[config.mk]
export PLATFORM = sky130hd
export DESIGN_NAME = uart_rx_gen
export DESIGN_NICKNAME = d
export VERILOG_FILES = /design/src/rtl/uart_pkg.sv /design/src/rtl/uart_rx_sync.sv /design/src/rtl/uart_rx_gen.sv
export SDC_FILE = /design/constraint.sdc
export NUM_CORES = 1
export LEC_CHECK = 0
export BUFFER_PORTS_ARGS = -buffer_cell sky130_fd_sc_hd__buf_2
export CAP_MARGIN = 20
export CORE_ASPECT_RATIO = 1.75
export CORE_UTILIZATION = 55
export CTS_CLUSTER_DIAMETER = 150
export DETAILED_ROUTE_END_ITERATION = 8
export PLACE_DENSITY = 0.76
export SLEW_MARGIN = 20
export SYNTH_ARGS = -nofsm -noshare
export SYNTH_HDL_FRONTEND = slang
export SYNTH_SLANG_ARGS = --single-unit
[constraint.sdc]
create_clock -name clk_l -period 4.7 [get_ports clk_l]
set_input_delay 0 -clock clk_l [delete_from_list [all_inputs] [get_ports clk_l]]
set_output_delay 0 -clock clk_l [all_outputs]
set_load 0.02 [all_outputs]
[src/rtl/uart_pkg.sv]
// rtl/uart_pkg.sv - shared receiver state type, parity codes and parameter check
package uart_pkg;

  typedef enum logic [2:0] {
    IDLE      = 3'd0,
    START     = 3'd1,
    DATA      = 3'd2,
    PARITY    = 3'd3,
    STOP      = 3'd4,
    DELIVER   = 3'd5,
    WAIT_IDLE = 3'd6
  } rx_state_t;

  localparam int PAR_NONE = 0;
  localparam int PAR_EVEN = 1;
  localparam int PAR_ODD  = 2;

  function automatic bit rx_params_ok(input int dataBits, input int overSample,
                                      input int parityMode, input int stopBits);
    return (dataBits >= 5) && (dataBits <= 9) &&
           (overSample >= 8) && (overSample <= 32) && (overSample % 2 == 0) &&
           (parityMode >= PAR_NONE) && (parityMode <= PAR_ODD) &&
           ((stopBits == 1) || (stopBits == 2));
  endfunction

endpackage

[src/rtl/uart_rx_sync.sv]
// rtl/uart_rx_sync.sv - 2-flop synchroniser, resets to idle-high
module uart_rx_sync (
  input  logic clk_l,
  input  logic sys_rst_l,
  input  logic asyncH,
  output logic syncH
);

  logic metaH;

  always_ff @(posedge clk_l or negedge sys_rst_l) begin
    if (!sys_rst_l) begin
      metaH <= 1'b1;
      syncH <= 1'b1;
    end else begin
      metaH <= asyncH;
      syncH <= metaH;
    end
  end

endmodule

[src/rtl/uart_rx_gen.sv]
// rtl/uart_rx_gen.sv - parametrised UART receiver with valid/ready holding register
// Optional break detection and WAIT_IDLE recovery: UART_RX_BREAK_DET_EN
module uart_rx_gen
  import uart_pkg::*;
#(
  parameter int DATA_BITS   = 8,
  parameter int OVERSAMPLE  = 16,
  parameter int PARITY_MODE = 0,
  parameter int STOP_BITS   = 1
) (
  input  logic                 clk_l,
  input  logic                 sys_rst_l,
  input  logic                 uart_dataH,
  output logic [DATA_BITS-1:0] rx_dataH,
  output logic                 rx_validH,
  input  logic                 rx_readyH,
  output logic                 parity_errH,
  output logic                 frame_errH,
  output logic                 overrunH
`ifdef UART_RX_BREAK_DET_EN
  ,
  output logic                 break_detH
`endif
);

  localparam int CW = $clog2(OVERSAMPLE);
  localparam int BW = $clog2(DATA_BITS + 1);
  localparam logic [CW-1:0] HALF_LAST = CW'(OVERSAMPLE / 2 - 1);
  localparam logic [CW-1:0] CELL_LAST = CW'(OVERSAMPLE - 1);
  localparam logic [BW-1:0] BIT_LAST  = BW'(DATA_BITS - 1);

  if (!rx_params_ok(DATA_BITS, OVERSAMPLE, PARITY_MODE, STOP_BITS)) begin : gBadParams
    $error("uart_rx_gen: parameter set out of range");
  end

  rx_state_t            state;
  logic                 rxLineH;
  logic [CW-1:0]        cellCnt;
  logic [BW-1:0]        bitCnt;
  logic                 stopCnt;
  logic [DATA_BITS-1:0] shiftReg;
  logic                 parErrR;
  logic                 frameErrR;
  logic                 cellEnd;

  uart_rx_sync uSync (
    .clk_l     (clk_l),
    .sys_rst_l (sys_rst_l),
    .asyncH    (uart_dataH),
    .syncH     (rxLineH)
  );

  assign cellEnd = (cellCnt == CELL_LAST);

`ifdef UART_RX_BREAK_DET_EN
  logic parBitR;
  logic stop1LowR;
  logic isBreak;
  assign isBreak = (shiftReg == '0) && ((PARITY_MODE == PAR_NONE) || !parBitR) && stop1LowR;
`endif

  always_ff @(posedge clk_l or negedge sys_rst_l) begin
    if (!sys_rst_l) begin
      state       <= IDLE;
      cellCnt     <= '0;
      bitCnt      <= '0;
      stopCnt     <= 1'b0;
      shiftReg    <= '0;
      parErrR     <= 1'b0;
      frameErrR   <= 1'b0;
      rx_dataH    <= '0;
      rx_validH   <= 1'b0;
      parity_errH <= 1'b0;
      frame_errH  <= 1'b0;
      overrunH    <= 1'b0;
`ifdef UART_RX_BREAK_DET_EN
      parBitR     <= 1'b0;
      stop1LowR   <= 1'b0;
      break_detH  <= 1'b0;
`endif
    end else begin
      cellCnt  <= cellCnt + CW'(1);
      overrunH <= 1'b0;
`ifdef UART_RX_BREAK_DET_EN
      break_detH <= 1'b0;
`endif
      if (rx_validH && rx_readyH) rx_validH <= 1'b0;

      case (state)
        IDLE: if (!rxLineH) begin
          state   <= START;
          cellCnt <= '0;
        end
        START: if (cellCnt == HALF_LAST) begin
          cellCnt   <= '0;
          state     <= rxLineH ? IDLE : DATA;
          bitCnt    <= '0;
          stopCnt   <= 1'b0;
          parErrR   <= 1'b0;
          frameErrR <= 1'b0;
        end
        // Counter is cleared at each sample so non-power-of-two ratios wrap correctly.
        DATA: if (cellEnd) begin
          cellCnt  <= '0;
          shiftReg <= {rxLineH, shiftReg[DATA_BITS-1:1]};
          bitCnt   <= bitCnt + BW'(1);
          if (bitCnt == BIT_LAST) state <= (PARITY_MODE == PAR_NONE) ? STOP : PARITY;
        end
        PARITY: if (cellEnd) begin
          cellCnt <= '0;
          state   <= STOP;
          parErrR <= (PARITY_MODE == PAR_ODD) ? ~(^shiftReg ^ rxLineH) : (^shiftReg ^ rxLineH);
`ifdef UART_RX_BREAK_DET_EN
          parBitR <= rxLineH;
`endif
        end
        STOP: if (cellEnd) begin
          cellCnt <= '0;
          stopCnt <= 1'b1;
          if (!rxLineH) frameErrR <= 1'b1;
`ifdef UART_RX_BREAK_DET_EN
          if (!stopCnt) stop1LowR <= !rxLineH;
`endif
          if ((STOP_BITS == 1) || stopCnt) state <= DELIVER;
        end
        DELIVER: begin
          cellCnt <= '0;
          state   <= IDLE;
`ifdef UART_RX_BREAK_DET_EN
          if (isBreak) begin
            break_detH <= 1'b1;
            state      <= WAIT_IDLE;
          end else
`endif
          if (rx_validH && !rx_readyH) begin
            overrunH <= 1'b1;
          end else begin
            rx_dataH    <= shiftReg;
            parity_errH <= parErrR;
            frame_errH  <= frameErrR;
            rx_validH   <= 1'b1;
          end
        end
`ifdef UART_RX_BREAK_DET_EN
        WAIT_IDLE: begin
          if (!rxLineH) begin
            cellCnt <= '0;
          end else if (cellEnd) begin
            cellCnt <= '0;
            state   <= IDLE;
          end
        end
`endif
        default: begin
          state   <= IDLE;
          cellCnt <= '0;
        end
      endcase
    end
  end

endmodule
**After elaboration in Yosys (flattened, before gate mapping)**

Index checks and enable logic that the tools add are counted.

- Register bits after elaboration: 35
- Word-level logic and storage cells: 73
- Output and inout port bits: 12
- Input bits: 4

- $add $sub $neg: 2
- Bitwise logic cells: 2
- Reductions and logical operators: 15
- Mux-type cells: 26
- Equality and inequality tests: 15

Operators by type and width:

| kind | count |
|---|---|
| $mux W4 | 5 |
| $mux W3 | 6 |
| $pmux W3 S5 | 1 |
| $ne A2 B2 Y1 const B | 7 |
| $pmux W4 S3 | 1 |
| $mux W1 | 9 |
| $add A4 B1 Y4 const B | 2 |
| $eq A4 B3 Y1 const B | 2 |
| $pmux W4 S2 | 1 |
| $reduce_xor A8 Y1 | 1 |
| $eq A3 B2 Y1 const B | 2 |
| $eq A3 B3 Y1 const B | 2 |
| $reduce_and A3 Y1 | 2 |
| $reduce_and A6 Y1 | 1 |
| $reduce_bool A2 Y1 | 3 |
| $eq A4 B4 Y1 const B | 1 |
| $pmux W1 S2 | 2 |
| $reduce_and A2 Y1 | 2 |
| $reduce_and A4 Y1 | 1 |
| $eq A3 B1 Y1 const B | 1 |
| $logic_not A3 Y1 | 1 |
| $reduce_or A3 Y1 | 1 |
| $logic_and A1 B1 Y1 | 2 |
| $mux W2 | 1 |
| 3 further kinds | 3 |

**Depth between registers and ports, before layout**

- Depth after elaboration: 4
- Gate-level depth with buffers: 6

**By module**

From an unflattened synthesis, not the netlist that was laid out.

- Cells, all modules: 127
- Area total of the unflattened synthesis: 1619.1 sq um

Modules (own cells, without submodules):

| module | cells an instance | seq. area each (sq um) | times used | area each (sq um) |
|---|---|---|---|---|
| uart_rx_gen | 125 | 825.8 | 1 | 1566.5 |
| uart_rx_sync | 2 | 52.6 | 1 | 52.6 |

**Worst setup path before layout**

No wires, ideal clock.

- Path type: register to register
- Start point: register cellCnt[0]
- End point: register bitCnt[1]
- Cell stages (with the launch flop): 6
- Path slack: 3.199 ns
- Arrival time: 1.380 ns
- Clock period less this slack: 1.501 ns
- Library setup time: 0.121 ns
- Buffers on the path: 1
- Data required time: 4.579 ns
- Cells stage by stage: dfrtp_1 ha_1 and3_1 and3_1 clkbuf_1 a22o_1

- Word-level cells in the longest chain between the ends: 3
- Elaborated cells between the ends (all ways): 5

RTL lines:

| element | line | RTL |
|---|---|---|
| start: declaration | uart_rx_gen.sv:38 | `logic [CW-1:0] cellCnt;` |
| start signal: assignment | uart_rx_gen.sv:82 | `cellCnt <= cellCnt + CW'(1);` |
| $eq A4 B3 Y1 or $eq A4 B4 Y1 (tied branches) | uart_rx_gen.sv:94, uart_rx_gen.sv:53 |  |
| $ne A2 B2 Y1 (no line) | n/a |  |
| $reduce_and A3 Y1 (no line) (*) | n/a |  |
| end signal: assignment | uart_rx_gen.sv:106 | `bitCnt <= bitCnt + BW'(1);` |
| end: declaration | uart_rx_gen.sv:39 | `logic [BW-1:0] bitCnt;` |

Every way passes the cells marked *; elsewhere a longest branch is shown, timed or not.
A chain may end at the register's enable or synchronous reset.

**Final worst setup path**

- Start point: register state[1]
- End point: register frame_errH

- Word-level cells in the longest chain between the ends: 2

RTL lines:

| element | line | RTL |
|---|---|---|
| start: declaration | uart_rx_gen.sv:36 | `rx_state_t state;` |
| start signal: assignment | uart_rx_gen.sv:96 | `state <= rxLineH ? IDLE : DATA;` |
| start signal: assignment | uart_rx_gen.sv:107 | `if (bitCnt == BIT_LAST) state <= (PARITY_MODE == PAR_NONE) ? STOP : PARITY;` |
| $eq A3 B3 Y1 | uart_rx_gen.sv:89 | `case (state)` |
| $reduce_and A2 Y1 (no line) | n/a |  |
| end signal: assignment | uart_rx_gen.sv:140 | `frame_errH <= frameErrR;` |
| end: declaration | uart_rx_gen.sv:18 | `output logic frame_errH,` |

Every way passes these cells.

==> impl_metrics.yaml <==
yosys:
  synth_top_flop_cell: "dfrtp_1"
  synthesis.area_um2: 1590
  async_flop_share_pct: 100
  synth_xor_area_share_pct: 5.83
  synth_top_area_share_pct: 52.0
  yosys.area_share.simple_pct: 19.7
  yosysWarnings: 0
  synthMuxAreaShare_pct: 9.21
  synth.area.top_cells: "dfrtp_1, mux2_2, nand2_1, dfstp_2, nand3_1"
  synth_edf_count: 0
  synth_top_family_by_area: "simple AND/OR/NAND/NOR gates"
  yosysTopAreaCell: "dfrtp_1"
  ys_seq_area_share_pct: 55.3
  ys_types: 33
  syn-num-nets: 150
  synth-seq-cells: 35
  synth_cells: 144
  synth-adder-area-share_pct: 1.57
  synth_compound_area_share_pct: 6.30
  postSynthAreaPerCell_um2: 11.0
global_route:
  grt_use_total_pct: 20.5
  grt_pass1_vias: 1065
  grt_overflow: 0
  grt_pass1_wl_um: 4610
  grt_max_degree: 36
  antenna_found_initial: 0
detailed_routing:
  wl_um: 2620
  drtIter0Drc: 31
  firstDrtPassIters: 4
  final_antenna_net_count: 0
  via_per_inst: 5.55
  vias: 1061
  post-route-drc-count: 0
  wl_per_cell_um: 13.7
place:
  io_buffers: 15
  place_ws_ns: 2.68
  gp_congestion: 0.765
  post-dp-hpwl_um: 1890
die:
  die-area_um2: 3120
  die_x_um: 42.6
  start_util_pct: 58.4
  die_y_um: 73.1
  ioPinCount: 16
  rows: 25
  core_um2: 2720
power:
  p_leak_nw: 0.899
  peakVddDrop_mv: 0.421
  power_density_nw_per_um2: 423
finish:
  antenna_cells: 0
  syn_to_final_growth_pct: 12.0
  drive_gt1_share_pct: 23.2
  fin_nets: 169
  layout_common_cells: "dfrtp_1, nand2_1, buf_2, mux2_2, nand3_1"
  layout_commonest_cell: "dfrtp_1"
critical_path:
  crit_buf_inv: 1
  crit_slowest_cell: "nor2b_1"
  cp_data_arrival_time_ns: 2.19
  cp.required_ns: 4.87
  worstPathCellList: "inv_1 > nand3_1 > nor2b_1 > mux2_2"
  cp_max_fo: 14
  cp_top_family: "simple AND/OR/NAND/NOR gates"
  startpoint_type: "flip-flop"
  r2r_slack_ns: 2.68
  critPathCaptureType: "flip-flop"
  critPathMaxStageDelay_ns: 0.69
  worstSetupPathType: "reg -> reg"
cts:
  clock-sinks: 35
  htreeDepth: 2
  cts_tree: "yes"
  clk_path_buf_depth: 2
  path_clk_slew_ns: 0.06
  cts_buffers: 5
  cts_setup_buffers: 0
  clock-root-buffer: "clkbuf_8"
  post_cts_resized: 0
  clk-insertion-delay-late_ns: 0.29
timing:
  finalSetupViolations: 0
  relSlewSlack_pct: 43.7
  hold_viol: 0
  fin_crit_sh_pct: 43.0
  period_needed_ns: 2.02
  finClkSkew_ns: 0.00545
  grt_setup_unrepaired: "no"
  hold_ws_ns: 0.308
  setup_ws_ns: 2.68
  worst-slew-pin-transition_ns: 0.843
  fmax_mhz: 495
  drv_slew: 0
  fin_tns_setup_ns: 0
outcome:
  status: "finished clean"
run:
  cap_violations: 0
worst_hold_path:
  min_path_type: "in -> async"
-- cell type report --
class | instances | area (µm²)
clock inverter | 1 | 5.00
inverter | 1 | 3.75
clock buffer | 7 | 76.3
tap | 27 | 33.8
sequential | 35 | 878
multi-input combinational | 102 | 677
fill | 223 | 942
timing repair buffer | 18 | 105
-- routing by layer --
layer,GRT usage (%),share of wire (%),wire [µm],vias to the layer above
li1,-,-,-,524
met4,10.8,2.2,57,0
met1,20.9,41,1070,516
met5,0,0,0,-
met3,7.43,3.4,90,5
met2,35.7,53,1400,16
-- metrics by stage --
stage | util [%] | power (mW) | cells | cell area (µm²)
floorplan | - | 0.519 | 144 | 1590
global placement | 61.3 | 0.546 | 180 | 1670
detailed placement | 61.3 | 0.557 | 180 | 1670
CTS | 65.4 | 0.762 | 191 | 1780
global route | 65.4 | 0.802 | 191 | 1780
finish | 65.4 | 0.753 | 191 | 1780
-- state kept, by name, summed over array words and instances (netlist names) --
register     cells
rx_dataH         8
shiftReg         8
bitCnt           4
cellCnt          4
state            3
frameErrR        1
frame_errH       1
overrunH         1
parErrR          1
parity_errH      1
rx_validH        1
uSync.metaH      1
uSync.syncH      1
-- synth_stat cells (2+ instances only) --
cell      instances
clkbuf_1          2
ha_1              2
buf_2             3
o21ai_1           4
mux2_2           13
and3_1            2
dfrtp_1          33
nor2b_1           5
nand2b_1          4
nand3b_1          2
nand3_1           9
nand2_1          28
a32o_1            2
xor2_1            4
nor3b_1           2
xnor2_1           4
dfstp_2           2
nor2_1            8
-- worst paths after layout --
check | start | endpoint | cells after the start
max in group asynchronous | sys_rst_l | bitCnt[1] | 2
max | state[1] | frame_errH | 4
min | sys_rst_l | rx_dataH[0] | 2
min in group clk_l | uart_dataH | uSync.metaH | 2
max reg2reg | state[1] | frame_errH | 4
min reg2reg | uSync.metaH | uSync.syncH | 0
-- worst reg2reg max path, stage by stage (launching register included) --
cell and delay, ns:
dfrtp_1 0.52, inv_1 0.15, nand3_1 0.12, nor2b_1 0.69, mux2_2 0.42
-- power breakdown --
| group | internal (mW) | switching [mW] | total, mW |
|---|---|---|---|
| sequential | 0.335 | 0.0412 | 0.376 |
| combinational | 0.0857 | 0.0898 | 0.176 |
| clock | 0.104 | 0.0977 | 0.201 |
-- cell families (layout without fill, tap and decap cells) --
logic type                 after synthesis  in the layout
AOI/OAI and AO/OA                       14             14
xor gates and xnor gates                 9              9
adders and majority gates                2              2
buffers and inverters                    7             27
DFF                                     35             35
muxes                                   13             13
and+or+nand+nor                         64             64
-- what timing repair did --
item | 4_1_cts | 5_1_grt
endpoints found under the hold margin | 36 | 0
hold buffers | 3 | 0
setup endpoints to repair | 0 | 0
No activity file was read; power rests on OpenSTA's default activity.
